### config.mk
export PLATFORM = sky130hd
export DESIGN_NAME = mem_stage_sram_ctrl
export DESIGN_NICKNAME = d
export VERILOG_FILES = /design/src/rtl/mem_stage_sram_ctrl.sv
export SDC_FILE = /design/constraint.sdc
export NUM_CORES = 1
export LEC_CHECK = 0
export BUFFER_PORTS_ARGS = -buffer_cell sky130_fd_sc_hd__buf_4
export CORE_UTILIZATION = 50
export DETAILED_ROUTE_END_ITERATION = 8
export PLACE_DENSITY_LB_ADDON = 0.2
export SKIP_LAST_GASP = 1
export SYNTH_ARGS = -nofsm -noshare
export SYNTH_HDL_FRONTEND = slang
export SYNTH_SLANG_ARGS = --single-unit
export TNS_END_PERCENT = 1
### constraint.sdc
create_clock -name clk -period 4.15 [get_ports clk]
set_clock_uncertainty 0.15 [all_clocks]
set_input_delay 0 -clock clk [delete_from_list [all_inputs] [get_ports clk]]
set_output_delay 0 -clock clk [all_outputs]
set_load 0.02 [all_outputs]
### src/rtl/mem_stage_sram_ctrl.sv
// MEM-stage data-memory sequencer: each 32-bit load/store becomes two 16-bit async-SRAM phases.
// Optional single-entry read buffer enabled with `MEM_READ_BUFFER_EN.
module mem_stage_sram_ctrl #(
  parameter int BASE_ADDR   = 1024,
  parameter int WAIT_CYCLES = 2,
  parameter int SRAM_AW     = 18
) (
  input  logic               clk,
  input  logic               rst,
  input  logic               wr_en,
  input  logic               rd_en,
  input  logic [31:0]        address,
  input  logic [31:0]        wdata,
  output logic [31:0]        rdata,
  output logic               ready,
  output logic [SRAM_AW-1:0] sram_addr,
  output logic [15:0]        sram_wdata,
  input  logic [15:0]        sram_rdata,
  output logic               sram_dq_oe,
  output logic               sram_we_n,
  output logic               sram_oe_n
);

  localparam int WW = SRAM_AW - 1;

  typedef enum logic [1:0] {IDLE, LOW, HIGH, DONE} state_t;

  state_t        state;
  logic [3:0]    cnt;
  logic          op_write;
  logic [WW-1:0] w_q;
  logic [31:0]   wdata_q;
  logic [31:0]   rdata_q;

  logic [31:0]   offset;
  logic [WW-1:0] w_in;
  logic          req;
  logic          last;
  logic          hit;
  logic          unused_bits;

  assign offset      = address - 32'(BASE_ADDR);
  assign w_in        = offset[SRAM_AW:2];
  assign unused_bits = ^{offset[31:SRAM_AW+1], offset[1:0]};
  assign req         = wr_en | rd_en;
  assign last        = (cnt == 4'(WAIT_CYCLES - 1));

`ifdef MEM_READ_BUFFER_EN
  logic          buf_valid;
  logic [WW-1:0] buf_tag;
  logic [31:0]   buf_data;

  // A hit only counts for a pure read presented in IDLE; wr_en wins when both are set.
  assign hit = (state == IDLE) & rd_en & ~wr_en & buf_valid & (buf_tag == w_in);

  always_ff @(posedge clk or posedge rst) begin
    if (rst) begin
      buf_valid <= 1'b0;
      buf_tag   <= '0;
      buf_data  <= '0;
    end else if (state == HIGH && last) begin
      if (!op_write) begin
        buf_valid <= 1'b1;
        buf_tag   <= w_q;
        buf_data  <= {sram_rdata, rdata_q[15:0]};
      end else if (buf_valid && buf_tag == w_q) begin
        buf_data  <= wdata_q;
      end
    end
  end
`else
  assign hit = 1'b0;
`endif

  // Handshake: ready=0 freezes the pipeline; an access completes on the edge that ends a ready=1 cycle.
  always_comb begin
    ready = 1'b0;
    rdata = rdata_q;
    case (state)
      IDLE:    ready = hit | ~req;
      DONE:    ready = 1'b1;
      default: ready = 1'b0;
    endcase
`ifdef MEM_READ_BUFFER_EN
    if (hit) rdata = buf_data;
`endif
  end

  always_ff @(posedge clk or posedge rst) begin
    if (rst) begin
      state      <= IDLE;
      cnt        <= 4'd0;
      op_write   <= 1'b0;
      w_q        <= '0;
      wdata_q    <= '0;
      rdata_q    <= '0;
      sram_addr  <= '0;
      sram_wdata <= '0;
      sram_dq_oe <= 1'b0;
      sram_we_n  <= 1'b1;
      sram_oe_n  <= 1'b1;
    end else begin
      case (state)
        IDLE: begin
          if (req && !hit) begin
            state      <= LOW;
            cnt        <= 4'd0;
            op_write   <= wr_en;
            w_q        <= w_in;
            wdata_q    <= wdata;
            sram_addr  <= {w_in, 1'b0};
            sram_wdata <= wr_en ? wdata[15:0] : 16'h0000;
            sram_dq_oe <= wr_en;
            sram_we_n  <= ~wr_en;
            sram_oe_n  <= wr_en;
          end
`ifdef MEM_READ_BUFFER_EN
          else if (hit) begin
            rdata_q <= buf_data;
          end
`endif
        end
        LOW: begin
          if (last) begin
            state      <= HIGH;
            cnt        <= 4'd0;
            sram_addr  <= {w_q, 1'b1};
            sram_wdata <= op_write ? wdata_q[31:16] : 16'h0000;
            if (!op_write) rdata_q[15:0] <= sram_rdata;
          end else begin
            cnt <= cnt + 4'd1;
          end
        end
        HIGH: begin
          if (last) begin
            state      <= DONE;
            cnt        <= 4'd0;
            sram_addr  <= '0;
            sram_wdata <= '0;
            sram_dq_oe <= 1'b0;
            sram_we_n  <= 1'b1;
            sram_oe_n  <= 1'b1;
            if (!op_write) rdata_q[31:16] <= sram_rdata;
          end else begin
            cnt <= cnt + 4'd1;
          end
        end
        DONE: begin
          // The request is still asserted here; the pipeline advances on this edge, so do not restart.
          state <= IDLE;
        end
        default: state <= IDLE;
      endcase
    end
  end

endmodule

==> flow_metrics.py <==
metrics = {
    "yosys": {
        "syn_nets": 492,
        "synthSimpleGateAreaFrac_pct": 10.8,
        "ys_types": 50,
        "synth_edf_count": 0,
        "synthArstFlopShare_pct": 100,
        "synthCells": 399,
        "synth-adder-area-share_pct": 2.37,
        "synth_top_area_cell": "dfrtp_1",
        "ys_seq_area_share_pct": 57.6,
        "syn_area_per_cell_um2": 11.9,
        "synth_area_leaders": "dfrtp_1, mux2_2, nor2_1",
        "muxShareOfSynthArea_pct": 14.4,
        "synth-xor-area-share_pct": 1.29,
        "synth_area_um2": 4740,
        "synth_warnings": 0,
        "synth_compound_gate_area_share_pct": 10.1,
        "yosysTopAreaCellShare_pct": 56.4,
        "ys_seq_elements": 109,
        "synth_top_family_by_area": "multiplexers",
        "synth_flop_cell": "dfrtp_1",
    },
    "worst_setup_path": {
        "slowest_delay_ns": 0.63,
        "reg2reg_depth": 6,
        "startpoint_type": "flop",
        "critPathSlowestCell": "a211o_1",
        "r2r-start": "state[0]",
        "end_kind": "flop",
        "path_cells": "inv_1 -> ha_1 -> nor3b_2 -> a211o_1 -> nor2_1 -> a221o_1",
        "worstPathRequired_ns": 4.26,
        "crit_start": "state[0]",
        "cp_max_fo": 20,
        "critPathArrivalTime_ns": 2.91,
        "worst-setup-path-type": "flop to flop",
    },
    "timing": {
        "final_hold_viol_count": 0,
        "period_share_pct": 67.5,
        "period_needed_ns": 2.80,
        "setup_viol": 0,
        "fmaxAchievable_ghz": 0.357,
        "worst_pin_slew_ns": 0.928,
        "rsz0062_at_grt": "no",
        "tns_ns": 0,
        "maxSlewViolCount": 0,
        "slew_headroom_pct": 38.1,
        "fin_ws_ns": 1.35,
    },
    "die": {
        "start_util_pct": 51.6,
        "die_area_um2": 9880,
        "die_w_um": 99.4,
        "num_rows": 35,
        "core_area_um2": 9200,
        "dieHeight_um": 99.4,
        "io_pins": 154,
    },
    "routing": {
        "drt_iter0_markers": 131,
        "wl_per_cell_um": 15.4,
        "drtAntennaViolNets": 0,
        "post-route-drc-count": 0,
        "vias_per_cell": 5.23,
        "vias": 3755,
        "first_pass_iters": 5,
        "totalWireLength_um": 11100,
    },
    "power": {
        "ir_worst_vdd_mv": 0.406,
        "p_total_mw": 5.47,
        "leakagePower_nw": 3.14,
        "power_density_nw_per_um2": 806,
    },
    "global_routing": {
        "grt_pass1_wl_um": 18100,
        "grt.total_usage_pct": 23.6,
        "first_global_vias": 3813,
        "gr-total-overflow": 0,
        "antenna_found_initial": 0,
        "grt_max_degree": 71,
    },
    "placed_design": {
        "routabilityCongestion": 0.778,
        "post-place-ws_ns": 1.33,
        "hpwl_um": 6780,
        "port_buffers": 138,
    },
    "job": {
        "cap_violations": 0,
    },
    "clocking": {
        "cts_buffer_depth": 2,
        "cts_max_level": 3,
        "clock-root-buffer": "clkbuf_8",
        "cts.sinks": 109,
        "cts_made_buffers": 9,
        "post_cts_buffers": 0,
        "postCtsHoldBufs": 73,
        "post_cts_resized": 0,
        "worstSkewPairLatency_ns": 0.36,
        "cts_tree": "yes",
        "path_clk_slew_ns": 0.11,
    },
    "layout": {
        "n_antenna_cell": 0,
        "final_nets": 695,
        "fin_util_pct": 73.8,
        "drive_above_1_share_pct": 36.4,
        "register_area_um2": 2730,
        "syn_to_final_growth_pct": 43.1,
        "final.fill_count": 639,
        "multi_input_area_um2": 1870,
    },
    "min_path": {
        "min_path_type": "input port to asynchronous set/reset pin",
    },
    "run_status": {
        "status": "finished, final reports clean",
    },
}
[cells in the final DEF (no fill, tap or decap), types with 3 or more instances in the layout]
master,netlist,layout
xnor2_1,6,6
a21oi_1,25,25
mux2_1,7,7
o21ai_0,10,10
clkbuf_8,0,10
nor3_1,3,3
nor2b_1,8,8
ha_1,9,9
inv_1,11,10
nor2_1,56,56
nor4_1,3,3
and3_1,3,3
nand3_1,3,3
a22o_1,3,3
nor3b_1,5,5
buf_4,5,142
dlygate4sd3_1,0,73
dfrtp_1,107,107
nand2_1,15,15
mux2_2,52,52
a221oi_1,16,16
[power breakdown]
part | switching, mW | internal [mW] | leakage [nW]
combinational | 1.59 | 1.29 | 1.74
sequential | 0.303 | 1.63 | 1.29
clock | 0.362 | 0.301 | 0.107
total | 2.26 | 3.22 | 3.14
[per-layer routing]
| layer | vias up | track usage [%] | wire, um |
|---|---|---|---|
| met4 | 0 | 8.48 | 188 |
| li1 | 1802 | - | - |
| met1 | 1824 | 29.7 | 4640 |
| met3 | 16 | 5.41 | 649 |
| met5 | - | 0 | 0 |
| met2 | 113 | 40.1 | 5610 |
[registers in the layout, indices dropped and copies added, names as in the netlist]
name,flops
cnt,4
op_write,1
rdata,32
sram_addr,18
sram_dq_oe,1
sram_oe_n,1
sram_wdata,16
sram_we_n,1
state,2
w_q,17
wdata_q,16
[synth_stat cells, types with 5 or more instances]
cell type / instances
a21oi_1: 25
a221oi_1: 16
buf_2: 5
buf_4: 5
clkbuf_1: 11
dfrtp_1: 107
ha_1: 9
inv_1: 11
mux2_1: 7
mux2_2: 52
nand2_1: 15
nor2_1: 56
nor2b_1: 8
nor3b_1: 5
o21ai_0: 10
xnor2_1: 6
[cell families after synthesis]
family | Yosys count
DFF | 109
buffers and inverters | 34
muxes | 61
adders and majority gates | 9
AOI/OAI and AO/OA | 71
xor gates and xnor gates | 7
and+or+nand+nor | 108
[metrics by stage]
step	hold slack [ns]	area [um2]	cells
2_1_floorplan	-0.0382	4740	399
3_3_place_gp	0.0700	5850	629
3_5_place_dp	0.0746	5850	629
4_1_cts	0.233	6790	718
5_1_grt	0.231	6790	718
6_report	0.217	6790	718
[layout make-up]
type                       count  area share (%)
multi-input combinational    256            27.6
tap                          111            2.05
clock buffer                  10            2.03
inverter                      11           0.645
sequential                   109            40.2
timing repair buffer         215            26.5
clock inverter                 6            1.03
[critical path, delay by kind of cell (launching register included)]
family	cells	cell delay (ns)
AOI/OAI and AO/OA	2	0.99
adders and majority gates	1	0.36
buffers and inverters	1	0.14
DFF	1	0.43
and+or+nand+nor	2	0.65
[worst paths after layout]
path / to / slack (ns)
worst max-delay path: sram_addr[16] / 1.35
worst min-delay path: rdata[29] / 0.22
worst max register to register: sram_addr[16] / 1.35
worst min register to register: w_q[9] / 0.35
max in group asynchronous: sram_addr[4] / 2.59
min in group clk: rdata[18] / 0.24
(Power assumes the default switching activity.)
